File: src/rtl/mem_tg_pkg.sv
// mem_tg_pkg: shared types and helpers for the memory traffic generator.
//   mode_t          - run mode (write-only, read-only, write-then-read, alternate)
//   state_t         - controller state encoding
//   DEF_PATTERN_KEY - default XOR key for the data pattern
//   mem_tg_pattern  - address -> expected data (addr ^ key), up to 64 bits wide
package mem_tg_pkg;

    typedef enum logic [1:0] {
        MODE_WR    = 2'd0,
        MODE_RD    = 2'd1,
        MODE_WR_RD = 2'd2,
        MODE_ALT   = 2'd3
    } mode_t;

    typedef enum logic [1:0] {
        ST_IDLE = 2'd0,
        ST_WR   = 2'd1,
        ST_RD   = 2'd2,
        ST_DONE = 2'd3
    } state_t;

    localparam logic [31:0] DEF_PATTERN_KEY = 32'hA5A5_A5A5;

    // Callers zero-extend the address and key to 64 bits and truncate the
    // result to their data width.
    function automatic logic [63:0] mem_tg_pattern(input logic [63:0] addr,
                                                   input logic [63:0] key);
        return addr ^ key;
    endfunction

endpackage

File: src/rtl/mem_tg_checker.sv
// mem_tg_checker: read-back comparator for the traffic generator.
//   clk, rst_n   - clock, async active-low reset
//   i_clear      - clears err/err_cnt (a run is starting)
//   i_valid      - an accepted read is on the bus this cycle
//   i_rdata      - NUM_CH x DATA_W read data
//   i_exp        - NUM_CH x DATA_W expected data
//   o_err        - sticky mismatch flag
//   o_err_cnt    - saturating mismatch count, at most +1 per cycle
module mem_tg_checker #(
    parameter int NUM_CH = 4,
    parameter int DATA_W = 32
) (
    input  logic                     clk,
    input  logic                     rst_n,
    input  logic                     i_clear,
    input  logic                     i_valid,
    input  logic [NUM_CH*DATA_W-1:0] i_rdata,
    input  logic [NUM_CH*DATA_W-1:0] i_exp,
    output logic                     o_err,
    output logic [15:0]              o_err_cnt
);

    logic [NUM_CH-1:0] w_mis;
    logic              w_any_mis;
    logic              r_err;
    logic [15:0]       r_err_cnt;

    for (genvar c = 0; c < NUM_CH; c++) begin : g_cmp
        assign w_mis[c] = (i_rdata[c*DATA_W +: DATA_W] != i_exp[c*DATA_W +: DATA_W]);
    end

    // Any number of failing channels in one cycle counts as one mismatch.
    assign w_any_mis = i_valid && (|w_mis);

    always_ff @(posedge clk or negedge rst_n) begin
        if (!rst_n) begin
            r_err     <= 1'b0;
            r_err_cnt <= '0;
        end else if (i_clear) begin
            r_err     <= 1'b0;
            r_err_cnt <= '0;
        end else if (w_any_mis) begin
            r_err <= 1'b1;
            if (r_err_cnt != 16'hFFFF) begin
                r_err_cnt <= r_err_cnt + 16'd1;
            end
        end
    end

    assign o_err     = r_err;
    assign o_err_cnt = r_err_cnt;

endmodule

File: src/rtl/mem_traffic_gen.sv
// mem_traffic_gen: burst traffic generator for NUM_CH ray-tracer memory ports.
// Build option: MEM_TG_CHECK_EN adds the read-back checker; without it
// err/err_cnt are tied to 0 and mem_rdata is ignored.
//   clk, rst_n       - clock, async active-low reset
//   i_start          - begin a run (sampled in IDLE only)
//   i_mode           - mode_t, latched on start
//   i_base_addr      - run base address, latched on start
//   i_len            - words per channel, latched on start
//   o_busy           - high in WR/RD
//   o_done           - one-cycle pulse after the last accepted access
//   o_mem_we/o_mem_re- per-channel write/read requests
//   o_mem_addr       - per-channel address base + c*len + i
//   o_mem_wdata      - per-channel write data addr ^ PATTERN_KEY
//   i_mem_rdata      - per-channel read data, valid with i_mem_rdy
//   i_mem_rdy        - shared ready, accepts all channels at once
//   o_err, o_err_cnt - checker results
module mem_traffic_gen
    import mem_tg_pkg::*;
#(
    parameter int          NUM_CH      = 4,
    parameter int          ADDR_W      = 32,
    parameter int          DATA_W      = 32,
    parameter int          LEN_W       = 16,
    parameter logic [31:0] PATTERN_KEY = DEF_PATTERN_KEY
) (
    input  logic                     clk,
    input  logic                     rst_n,
    input  logic                     i_start,
    input  logic [1:0]               i_mode,
    input  logic [ADDR_W-1:0]        i_base_addr,
    input  logic [LEN_W-1:0]         i_len,
    output logic                     o_busy,
    output logic                     o_done,
    output logic [NUM_CH-1:0]        o_mem_we,
    output logic [NUM_CH-1:0]        o_mem_re,
    output logic [NUM_CH*ADDR_W-1:0] o_mem_addr,
    output logic [NUM_CH*DATA_W-1:0] o_mem_wdata,
    input  logic [NUM_CH*DATA_W-1:0] i_mem_rdata,
    input  logic                     i_mem_rdy,
    output logic                     o_err,
    output logic [15:0]              o_err_cnt
);

    state_t             r_state;
    state_t             w_state_nxt;
    mode_t              r_mode;
    logic [ADDR_W-1:0]  r_base;
    logic [LEN_W-1:0]   r_len;
    logic [LEN_W-1:0]   r_idx;
    logic [LEN_W-1:0]   w_idx_nxt;
    logic               w_start_acc;
    logic               w_last;
    logic               w_wr;
    logic               w_rd;
    logic [NUM_CH*DATA_W-1:0] w_exp;

    assign w_start_acc = (r_state == ST_IDLE) && i_start;
    assign w_last      = (r_idx == (r_len - LEN_W'(1)));
    assign w_wr        = (r_state == ST_WR);
    assign w_rd        = (r_state == ST_RD);

    always_ff @(posedge clk or negedge rst_n) begin
        if (!rst_n) begin
            r_state <= ST_IDLE;
            r_mode  <= MODE_WR;
            r_base  <= '0;
            r_len   <= '0;
            r_idx   <= '0;
        end else begin
            r_state <= w_state_nxt;
            r_idx   <= w_idx_nxt;
            if (w_start_acc) begin
                r_mode <= mode_t'(i_mode);
                r_base <= i_base_addr;
                r_len  <= i_len;
            end
        end
    end

    always_comb begin
        w_state_nxt = r_state;
        w_idx_nxt   = r_idx;
        case (r_state)
            ST_IDLE: begin
                if (i_start) begin
                    w_idx_nxt = '0;
                    if (i_len == '0) begin
                        w_state_nxt = ST_DONE;
                    end else if (mode_t'(i_mode) == MODE_RD) begin
                        w_state_nxt = ST_RD;
                    end else begin
                        w_state_nxt = ST_WR;
                    end
                end
            end
            ST_WR: begin
                if (i_mem_rdy) begin
                    case (r_mode)
                        // Alternate mode reads back the same word before advancing.
                        MODE_ALT: w_state_nxt = ST_RD;
                        MODE_WR_RD: begin
                            if (w_last) begin
                                w_state_nxt = ST_RD;
                                w_idx_nxt   = '0;
                            end else begin
                                w_idx_nxt = r_idx + LEN_W'(1);
                            end
                        end
                        default: begin
                            if (w_last) begin
                                w_state_nxt = ST_DONE;
                            end else begin
                                w_idx_nxt = r_idx + LEN_W'(1);
                            end
                        end
                    endcase
                end
            end
            ST_RD: begin
                if (i_mem_rdy) begin
                    if (w_last) begin
                        w_state_nxt = ST_DONE;
                    end else begin
                        w_idx_nxt = r_idx + LEN_W'(1);
                        if (r_mode == MODE_ALT) begin
                            w_state_nxt = ST_WR;
                        end
                    end
                end
            end
            default: w_state_nxt = ST_IDLE;
        endcase
    end

    assign o_busy   = w_wr || w_rd;
    assign o_done   = (r_state == ST_DONE);
    assign o_mem_we = {NUM_CH{w_wr}};
    assign o_mem_re = {NUM_CH{w_rd}};

    // Address/data are pure functions of the latched run and index, so they
    // stay stable until the index moves on an accepted access. They are
    // gated to 0 outside an active request so reset forces them to 0.
    for (genvar c = 0; c < NUM_CH; c++) begin : g_ch
        logic [ADDR_W-1:0] w_addr;
        assign w_addr = r_base + (ADDR_W'(c) * ADDR_W'(r_len)) + ADDR_W'(r_idx);
        assign w_exp[c*DATA_W +: DATA_W] =
            DATA_W'(mem_tg_pattern(64'(w_addr), 64'(PATTERN_KEY)));
        assign o_mem_addr[c*ADDR_W +: ADDR_W]  = o_busy ? w_addr : '0;
        assign o_mem_wdata[c*DATA_W +: DATA_W] = w_wr ? w_exp[c*DATA_W +: DATA_W] : '0;
    end

`ifdef MEM_TG_CHECK_EN
    mem_tg_checker #(
        .NUM_CH (NUM_CH),
        .DATA_W (DATA_W)
    ) u_checker (
        .clk       (clk),
        .rst_n     (rst_n),
        .i_clear   (w_start_acc),
        .i_valid   (w_rd && i_mem_rdy),
        .i_rdata   (i_mem_rdata),
        .i_exp     (w_exp),
        .o_err     (o_err),
        .o_err_cnt (o_err_cnt)
    );
`else
    logic w_unused_rdata;
    assign w_unused_rdata = ^i_mem_rdata;
    assign o_err          = 1'b0;
    assign o_err_cnt      = '0;
`endif

endmodule

File: config.mk
export PLATFORM = sky130hd
export DESIGN_NAME = mem_traffic_gen
export DESIGN_NICKNAME = d
export VERILOG_FILES = /design/src/rtl/mem_tg_pkg.sv /design/src/rtl/mem_tg_checker.sv /design/src/rtl/mem_traffic_gen.sv
export SDC_FILE = /design/constraint.sdc
export NUM_CORES = 1
export LEC_CHECK = 0
export BUFFER_PORTS_ARGS = -buffer_cell sky130_fd_sc_hd__buf_2
export CORE_AREA = 2 2 180 182
export CTS_CLUSTER_DIAMETER = 80
export DETAILED_ROUTE_END_ITERATION = 7
export DIE_AREA = 0 0 182 184
export GPL_TIMING_DRIVEN = 0
export PLACE_DENSITY = 0.62
export SYNTH_ARGS = -nofsm -noshare
export SYNTH_HDL_FRONTEND = slang
export SYNTH_HIERARCHICAL = 1
export SYNTH_SLANG_ARGS = --single-unit
File: constraint.sdc
create_clock -name clk -period 13.95 [get_ports clk]
set_input_delay 4.185 -clock clk [delete_from_list [all_inputs] [get_ports clk]]
set_output_delay 4.185 -clock clk [all_outputs]
set_load 0.02 [all_outputs]
; After elaboration in Yosys (flattened, before gate mapping)
; Index checks and enable logic that the tools add are counted.
[totals]
output_inout_bits = 283
regBits = 68
in_bits = 182
elab_cells = 66
[op_classes]
n_reduce_logical = 7
mux = 26
n_eq_ne = 14
n_mul = 1
n_addsub = 9
bitwise_logic = 4
[ops]
columns = op, n
row1 = two-way mux 32 bit, 8
row2 = adder 32 x 16 -> 32 bit, 5
row3 = two-way mux 16 bit, 5
row4 = NOT 16 bit, 4
row5 = case mux 16 bit (3 select lines), 1
row6 = adder 32 x 17 -> 32 bit, 1
row7 = adder 32 x 18 -> 32 bit, 1
row8 = case mux 16 bit (2 select lines), 1
row9 = multiplier 2 x 16 -> 18 bit (first input constant), 1
row10 = two-way mux 2 bit, 9
row11 = adder 16 x 1 -> 16 bit (second input constant), 1
row12 = == test 16 bit, 1
row13 = logical NOT 16 bit, 1
row14 = subtractor 16 x 1 -> 16 bit (second input constant), 1
row15 = == test 2 bit (second input constant), 4
row16 = != test 2 bit (second input constant), 4
row17 = != test 3 x 2 -> 1 bit (second input constant), 2
row18 = case mux 2 bit (3 select lines), 1
row19 = AND reduction 6 bit, 1
row20 = AND reduction 5 bit, 1
row21 = == test 2 x 1 -> 1 bit (second input constant), 2
row22 = case mux 2 bit (2 select lines), 1
row23 = != test 3 bit (second input constant), 1
row24 = nonzero test 3 bit, 1
row25 = 3 further kinds, 3

; Depth between registers and ports, before layout
; Gate-level depths: netlist of the first run.
[depth]
depth_word = 6
mapped_depth = 15
ltp_nobuf = 15

; Worst setup path before layout of the first run
; Ideal clock, no wire load.
[synth_path]
kind = flip-flop to output port
startpoint = register r_idx[1]
endpoint = output port o_mem_addr[51]
slack_ns = 5.994
required_ns = 9.765
path_stages_with_launch = 12
n_path_buf = 0
arrival_ns = 3.771
path_cell_list = dfrtp_1 fa_1 ha_1 fa_1 a21oi_1 o21ai_0 a2111oi_0 o211ai_1 a311oi_2 nor2_1 xnor2_1 nor2_1
[synth_via]
elab_chain_len = 2
[synth_lines]
columns = item, line_no
row1 = "start, declared", mem_traffic_gen.sv:49  ; logic [LEN_W-1:0] r_idx;
row2 = "start signal, assigned", mem_traffic_gen.sv:71  ; r_idx <= w_idx_nxt;
row3 = adder 32 x 16 -> 32 bit, mem_traffic_gen.sv:145  ; assign w_addr = r_base + (ADDR_W'(c) * ADDR_W'(r_len)) + ADDR_W'(r_idx);
row4 = two-way mux 32 bit, mem_traffic_gen.sv:148  ; assign o_mem_addr[c*ADDR_W +: ADDR_W] = o_busy ? w_addr : '0;
row5 = "end, declared", mem_traffic_gen.sv:36  ; output logic [NUM_CH*ADDR_W-1:0] o_mem_addr,
; No other way between the ends.

; Worst setup path in the final report of the first run
[layout_path]
startpoint = register r_idx[1]
endpoint = output port o_mem_wdata[61]
[layout_via]
elab_chain_len = 3
[layout_lines]
columns = item, line_no
row1 = adder 32 x 16 -> 32 bit, mem_traffic_gen.sv:145
row2 = NOT 16 bit (no line), -
row3 = two-way mux 32 bit, mem_traffic_gen.sv:149  ; assign o_mem_wdata[c*DATA_W +: DATA_W] = w_wr ? w_exp[c*DATA_W +: DATA_W] : '0;
row4 = "end, declared", mem_traffic_gen.sv:37  ; output logic [NUM_CH*DATA_W-1:0] o_mem_wdata,
; No other way between the ends.

==> impl_metrics.csv, run 1 <==
group,metric,value,unit
outcome,run_status,"complete, no violations",
timing,finClkSkew,0.00813,ns
cts,cts_tree,"built",
cts,clk_root_buffer_cell,"clkbuf_16",
synthesis,async_reset_ff_share,100,%
route,drcViolationCount,0,
route,vias,11200,
setup_path,path_class,"flop to primary output",
setup_path,r2r-end,"r_idx[9]",
die,design.core.area,31400,um2
timing,max_freq,105,MHz
route,drt_pass1_iterations,5,
route,wl_per_cell,20.4,um
setup_path,crit_path_start_kind,"flop",
timing,setup-violations-final,0,
die,start_util,35.1,%
die,io_pins,465,
route,drt_iter0_drc,925,
grt,antenna_found_initial,1,
layout,nNetsFinal,2055,
grt,grt_max_degree,68,
grt,first_global_vias,10800,
worst_hold_path,min_to,"r_state[1]",
worst_hold_path,min_path_cells,1,
route,antenna_left,0,
die,die_area,33500,um2
setup_path,worstPathRequired,9.76,ns
cts,cts.sinks,68,
timing,timing.final.crit_share,68.3,%
cts,path_clk_slew,0.06,ns
layout,syn_to_final_growth,22.3,%
setup_path,worstReg2RegStart,"r_state[1]",
layout,drive_above_1_share,25.1,%
setup_path,endpoint_kind,"primary output",
timing,layout_min_cycle_time,9.52,ns
setup_path,crit_slowest_cell,"a2111oi_1",
worst_hold_path,min_path_type,"flop to flop",
timing,grt_setup_unrepaired,"no",
layout,layout_commonest_cell,"buf_2",
setup_path,cp_cell_sequence,"fa_1 -> ha_1 -> fa_1 -> a21oi_1 -> o21ai_0 -> a2111oi_1 -> o211ai_1 -> a311oi_2 -> nor2_1 -> xnor2_1 -> and2_1 -> buf_2",
synthesis,syn_avg_cell_area,8.06,um2
placed_design,io_buffers,319,
timing,tightest_slew,1.13,ns
layout,fillers,3190,
setup_path,reg2reg_slack,10.58,ns
die,num_rows,65,
timing,fin_ws,4.43,ns
setup_path,reg2reg_depth,14,
synthesis,synth-seq-cells,68,
die,die_w,182,um
flow_run,cap_violations,0,
worst_hold_path,worstHoldStart,"r_state[1]",
synthesis,ys_seq_area_share,15.4,%
grt,overflow,0,
route,drt-total-wl,43.2,mm
synthesis,synthesis.instances,1368,
placed_design,post-place-ws,4.48,ns
placed_design,dp_hpwl,35.6,mm
timing,slew_headroom,24.6,%
cts,worstSkewPairLatency,0.34,ns
synthesis,synth-main-ff-cell,"dfrtp_1",
synthesis,syn_area,11000,um2
die,die-height,184,um
setup_path,path_delay_family,"compound AO/OA/AOI/OAI gates",
route,vias_per_cell,5.30,
grt,grt_usage,25.3,%
synthesis,yosys_warnings,6,
setup_path,worstPathArrival,5.34,ns
timing,hold_viol,0,
grt,grt_pass1_wl,64.6,mm
synthesis,synth.distinct_cells,73,
cts,clockBufferDepth,2,
placed_design,gp_congestion,1.00,
synthesis,synth_edf_count,0,
cts,cts_made_buffers,9,
layout,final_cell_mix,"buf_2, nor2_1, and2_1",
layout,n_antenna_cell,0,
timing,fin_setup_tns,0,ns
timing,drv_slew,0,
setup_path,crit_path_max_fanout,10,
cts,post_cts_resized,0,
setup_path,cp_slowest_stage_delay,0.93,ns
setup_path,critPathBufInv,1,
cts,hold_buffers,0,
setup_path,crit_path_frequent_cell,"fa_1",
cts,h-tree-depth,3,
cts,postCtsSetupRepairBufs,0,
## stage by stage
stage	area [um2]	std cells	utilization, %	hold slack (ns)
2_1_floorplan	11100	1384	-	0.515
5_1_grt	13500	2121	43.0	0.611
6_report	13500	2121	43.0	0.581
3_5_place_dp	13200	2106	42.1	0.564
3_3_place_gp	13200	2105	42.0	0.551
4_1_cts	13500	2121	43.0	0.578
## worst max path at each step
stage / slack, ns / endpoint / start / cells after the start
after detailed placement: 4.48 / o_mem_wdata[61] / r_idx[1] / 12
final: 4.43 / o_mem_wdata[61] / r_idx[1] / 12
after global routing: 4.12 / o_mem_wdata[63] / r_idx[1] / 12
after global placement: 4.51 / o_mem_wdata[61] / r_idx[1] / 12
after CTS: 4.09 / o_mem_wdata[61] / r_idx[1] / 12
after floorplan: 5.99 / o_mem_addr[51] / r_idx[1] / 11
## worst register-to-register path: stages (launching register included)
cell,delay [ns]
dfrtp_1,0.40
inv_1,0.09
ha_1,0.25
buf_2,0.24
nor2_1,0.26
o22ai_1,0.15
or2_1,0.26
a31o_2,0.22
buf_2,0.18
or3_1,0.32
a31oi_1,0.23
buf_4,0.23
buf_4,0.20
nand4_1,0.11
a21oi_1,0.17
## state kept, by name, indices dropped and copies added (netlist names)
name / flops
r_state: 2
r_mode: 2
r_base: 32
r_idx: 16
r_len: 16
## cell type report
class	instances	area, um2	area share [%]
inverter	106	398	2.95
clock buffer	9	225	1.67
tap	402	503	3.73
multi-input combinational	1122	8530	63.2
clock inverter	6	41.3	0.306
timing repair buffer	320	1630	12.1
buffer	88	465	3.45
sequential	68	1700	12.6
## Yosys cell counts, types with 25 or more instances
library cell / number / area (um2)
o21ai_0: 47 / 235
fa_1: 65 / 1300
mux2_2: 49 / 552
a21oi_1: 56 / 280
clkbuf_1: 45 / 169
dfrtp_1: 68 / 1700
nor2_1: 159 / 597
a31oi_1: 25 / 156
and2_1: 125 / 782
nor3_1: 25 / 125
ha_1: 93 / 1160
buf_4: 31 / 233
inv_1: 104 / 390
nand2_1: 80 / 300
xor2_1: 39 / 342
xnor2_1: 79 / 692
## cell families after synthesis
kind of cell | Yosys count | share of synthesized area [%]
simple gates | 518 | 23.8
compound gates | 238 | 14.0
buf+inv | 194 | 7.83
fa+ha+maj | 158 | 22.3
xor+xnor | 118 | 9.37
mux | 73 | 7.18
flops | 68 | 15.4
other cells | 1 | 0.0340
## routing by layer
metal	GRT usage, %	vias up	wire (um)
li1	-	5282	-
met1	35.6	5382	19600
met2	40.1	526	19200
met3	3.66	52	3300
met4	7.74	0	1090
met5	0	-	0
Power of run 1 is left out: the tool's default activity adds up to more than one toggle a clock period on the data nets, which glitch-free logic cannot reach.
==> run 2, diff against run 1 <==
- PLACE_DENSITY: 0.62 -> 0.64
- clock period: 13.95 -> 8 ns (I/O delays scaled with it)
==> impl_metrics.csv, run 2 (synthesized netlist as in run 1, its figures left out) <==
group,metric,value,unit
grt,antenna_found_initial,2,
cts,cts_made_buffers,9,
route,drt_pass1_iterations,5,
layout,drive_above_1_share,25.2,%
timing,max_freq,133,MHz
route,drt_iter0_drc,849,
setup_path,worstPathRequired,5.60,ns
die,num_rows,65,
worst_hold_path,min_path_type,"flop to flop",
timing,slew_headroom,25.9,%
die,design.core.area,31400,um2
cts,postCtsSetupRepairBufs,0,
route,vias_per_cell,5.39,
timing,finClkSkew,0.00913,ns
cts,clk_root_buffer_cell,"clkbuf_16",
grt,grt_pass1_wl,65.3,mm
grt,overflow,0,
placed_design,io_buffers,319,
timing,fin_setup_tns,0,ns
layout,fillers,3233,
route,antenna_left,0,
layout,final_cell_mix,"buf_2, nor2_1, and2_1",
layout,largest_reg_flops,32,
timing,layout_min_cycle_time,7.49,ns
layout,layout_commonest_cell,"buf_2",
flow_run,cap_violations,0,
placed_design,dp_hpwl,36.0,mm
timing,timing.final.crit_share,93.7,%
die,io_pins,465,
layout,nNetsFinal,2055,
timing,tightest_slew,1.11,ns
route,vias,11400,
cts,clockBufferDepth,2,
cts,path_clk_slew,0.06,ns
setup_path,crit_slowest_cell,"a311oi_2",
die,die_area,33500,um2
setup_path,crit_path_frequent_cell,"fa_1",
grt,grt_usage,25.6,%
layout,syn_to_final_growth,22.4,%
route,drcViolationCount,0,
timing,drv_slew,0,
setup_path,crit_path_start_kind,"flop",
cts,h-tree-depth,3,
timing,grt_setup_unrepaired,"no",
setup_path,endpoint_kind,"primary output",
route,drt-total-wl,43.4,mm
cts,worstSkewPairLatency,0.36,ns
layout,regMostFlops,"r_base",
placed_design,gp_congestion,0.944,
setup_path,cp_slowest_stage_delay,0.84,ns
grt,first_global_vias,11000,
timing,setup-violations-final,0,
die,die-height,184,um
layout,reg_top3,"r_base x32, r_idx x16, r_len x16",
setup_path,worstPathArrival,5.09,ns
cts,cts.sinks,68,
die,die_w,182,um
timing,hold_viol,0,
grt,grt_max_degree,67,
setup_path,cp_cell_sequence,"fa_1 -> ha_1 -> fa_1 -> a21oi_1 -> o21ai_0 -> a2111oi_2 -> o211ai_1 -> a311oi_2 -> nor2_1 -> xnor2_1 -> and2_1 -> buf_2",
outcome,run_status,"complete, no violations",
setup_path,crit_path_max_fanout,10,
route,wl_per_cell,20.5,um
setup_path,path_class,"flop to primary output",
die,start_util,35.1,%
cts,cts_tree,"built",
[run 2: changes by cell type in the layout (fill, tap and decap cells not counted)]
cell	change
a2111oi_1	-1
a2111oi_2	+1
clkinv_2	-1
clkinv_4	+1
clkinvlp_4	+1
diode_2	+1
[run 2: layout make-up]
cell class	instances	area, um2	area share, %
multi-input combinational	1122	8530	63.2
sequential	68	1700	12.6
timing repair buffer	320	1630	12.0
tap	402	503	3.72
buffer	88	465	3.45
inverter	106	398	2.95
clock buffer	9	225	1.67
clock inverter	7	52.6	0.389
antenna	1	2.50	0.0185
[run 2: path summary, 6_finish.rpt]
path | start | end | slack, ns | cells after the start
max | r_idx[1] | o_mem_wdata[53] | 0.51 | 12
min reg2reg | r_state[1] | r_state[1] | 0.59 | 1
min | r_state[1] | r_state[1] | 0.59 | 1
max reg2reg | r_state[1] | r_idx[9] | 4.63 | 14
min in group asynchronous | rst_n | r_base[16] | 1.84 | 1
max in group asynchronous | rst_n | r_base[10] | 5.61 | 2
[run 2: per-layer routing]
layer | vias to the layer above | GRT usage (%) | share of wire, %
li1 | 5291 | - | -
met2 | 595 | 41.2 | 45
met3 | 56 | 4.02 | 8.4
met4 | 0 | 8.10 | 2.5
met5 | - | 0 | 0
met1 | 5492 | 35.3 | 44
[run 2: worst max-delay path, delay by kind of cell (launching register included)]
kind / cells / cell delay (ns)
buffers and inverters: 1 / 0.16
XOR/XNOR: 1 / 0.27
AND/OR/NAND/NOR: 2 / 0.30
AO/OA/AOI/OAI: 5 / 2.13
flip-flops: 1 / 0.70
adder cells (fa/ha/maj): 3 / 1.17
[run 2: timing repair]
action / CTS / global route
endpoints found under the setup margin: 0 / 16
gates resized for setup: 0 / 2
hold buffers: 0 / 0
[run 2: metrics by stage]
step           instance area, um2  cells  worst slack [ns]  util (%)  hold WS (ns)
2_1_floorplan               11100   1384              1.83         -         0.515
3_3_place_gp                13200   2105             0.439      42.0         0.553
3_5_place_dp                13200   2106             0.437      42.1         0.575
4_1_cts                     13500   2122            0.0361      43.0         0.590
5_1_grt                     13500   2122             0.223      43.0         0.609
6_report                    13500   2123             0.505      43.0         0.592
Power of run 2 is left out for the same reason.
==> run 3, diff against run 2 <==
==> constraint.sdc (replaced) <==
create_clock -name clk -period 8 [get_ports clk]
set_input_delay 1.2 -clock clk [delete_from_list [all_inputs] [get_ports clk]]
set_output_delay 1.2 -clock clk [all_outputs]
set_load 0.02 [all_outputs]
==> impl_metrics.csv, run 3 (synthesized netlist as in run 1, its figures left out) <==
group,metric,value,unit
die,die-height,184,um
route,drt_pass1_iterations,6,
timing,finClkSkew,0.00784,ns
grt,grt_usage,25.6,%
route,antenna_left,0,
setup_path,worstPathArrival,5.65,ns
outcome,run_status,"complete, no violations",
route,drcViolationCount,0,
layout,reg_top3,"r_base x32, r_idx x16, r_len x16",
timing,fin_setup_tns,0,ns
die,num_rows,65,
cts,postCtsSetupRepairBufs,0,
worst_hold_path,min_path_type,"flop to flop",
die,start_util,35.1,%
timing,setup-violations-final,0,
cts,worstSkewPairLatency,0.36,ns
setup_path,path_class,"flop to primary output",
setup_path,crit_path_start_kind,"flop",
layout,final_cell_area,13500,um2
timing,hold_viol,0,
worst_hold_path,min_path_cells,1,
setup_path,reg2reg_depth,14,
setup_path,critPathBufInv,1,
layout,largest_reg_flops,32,
cts,h-tree-depth,3,
setup_path,crit_path_max_fanout,10,
grt,first_global_vias,11000,
setup_path,cp.depth,12,
placed_design,place_area,13200,um2
die,die_area,33500,um2
setup_path,endpoint_kind,"primary output",
placed_design,gp_congestion,0.944,
route,drt-total-wl,43.4,mm
die,die_w,182,um
timing,fin_hold_ws,0.590,ns
timing,drv_slew,0,
cts,clockBufferDepth,2,
layout,regMostFlops,"r_base",
route,vias_per_cell,5.39,
cts,cts.sinks,68,
grt,overflow,0,
grt,antenna_found_initial,2,
timing,grt_setup_unrepaired,"no",
setup_path,crit_slowest_cell,"a2111oi_0",
cts,clk_root_buffer_cell,"clkbuf_16",
cts,path_clk_slew,0.06,ns
cts,post_cts_resized,0,
setup_path,crit_path_frequent_cell,"fa_1",
timing,slew_headroom,12.5,%
grt,grt_pass1_wl,65.3,mm
placed_design,io_buffers,319,
layout,final_cell_mix,"buf_2, nor2_1, and2_1",
route,drt_iter0_drc,890,
layout,layout_commonest_cell,"buf_2",
setup_path,path_delay_family,"compound AO/OA/AOI/OAI gates",
cts,cts_tree,"built",
timing,max_freq,146,MHz
grt,grt_max_degree,67,
layout,drive_above_1_share,25.2,%
placed_design,dp_hpwl,36.0,mm
timing,layout_min_cycle_time,6.85,ns
layout,syn_to_final_growth,22.4,%
setup_path,cp_slowest_stage_delay,1.15,ns
timing,tightest_slew,1.28,ns
layout,nNetsFinal,2055,
placed_design,post-place-ws,1.64,ns
route,vias,11500,
cts,cts_made_buffers,9,
route,wl_per_cell,20.4,um
timing,fin_ws,1.15,ns
die,design.core.area,31400,um2
setup_path,worstPathRequired,6.80,ns
cts,hold_buffers,0,
setup_path,cp_cell_sequence,"fa_1 -> ha_1 -> fa_1 -> a21oi_1 -> o21ai_0 -> a2111oi_0 -> o211ai_1 -> a311oi_2 -> nor2_1 -> xnor2_1 -> and2_1 -> buf_2",
die,io_pins,465,
flow_run,cap_violations,0,
timing,timing.final.crit_share,85.6,%
run 3: changes by cell type in the layout (fill, tap and decap cells not counted):
| cell | before | now |
|---|---|---|
| a2111oi_0 | 1 | 2 |
| a2111oi_2 | 1 | 0 |
run 3: cell type report:
class	instances	area (um2)
timing repair buffer	320	1630
inverter	106	398
antenna	1	2.50
tap	402	503
multi-input combinational	1122	8530
sequential	68	1700
clock buffer	9	225
fill	3232	17900
buffer	88	465
clock inverter	7	52.6
run 3: stage by stage:
stage	cells	util, %
after global routing	2122	43.0
after floorplan	1384	-
after global placement	2105	42.0
after detailed placement	2106	42.1
final	2123	43.0
after CTS	2122	43.0
run 3: path summary, 6_finish.rpt:
kind,start,to,slack (ns)
worst max-delay path,r_idx[1],o_mem_wdata[63],1.15
worst min-delay path,r_state[1],r_state[1],0.59
worst max register to register,r_state[1],r_idx[9],4.64
worst min register to register,r_state[1],r_state[1],0.59
max in group asynchronous,rst_n,r_base[10],6.81
min in group asynchronous,rst_n,r_base[16],0.64
run 3: metal layers:
metal	global-route usage [%]	vias up	routed length [um]	part of all wire (%)
met1	35.3	5520	19400	45
met5	0	-	0	0
met3	4.02	54	3520	8.1
met2	41.2	585	19400	45
li1	-	5293	-	-
met4	8.10	0	1060	2.5
Power of run 3 is left out for the same reason.
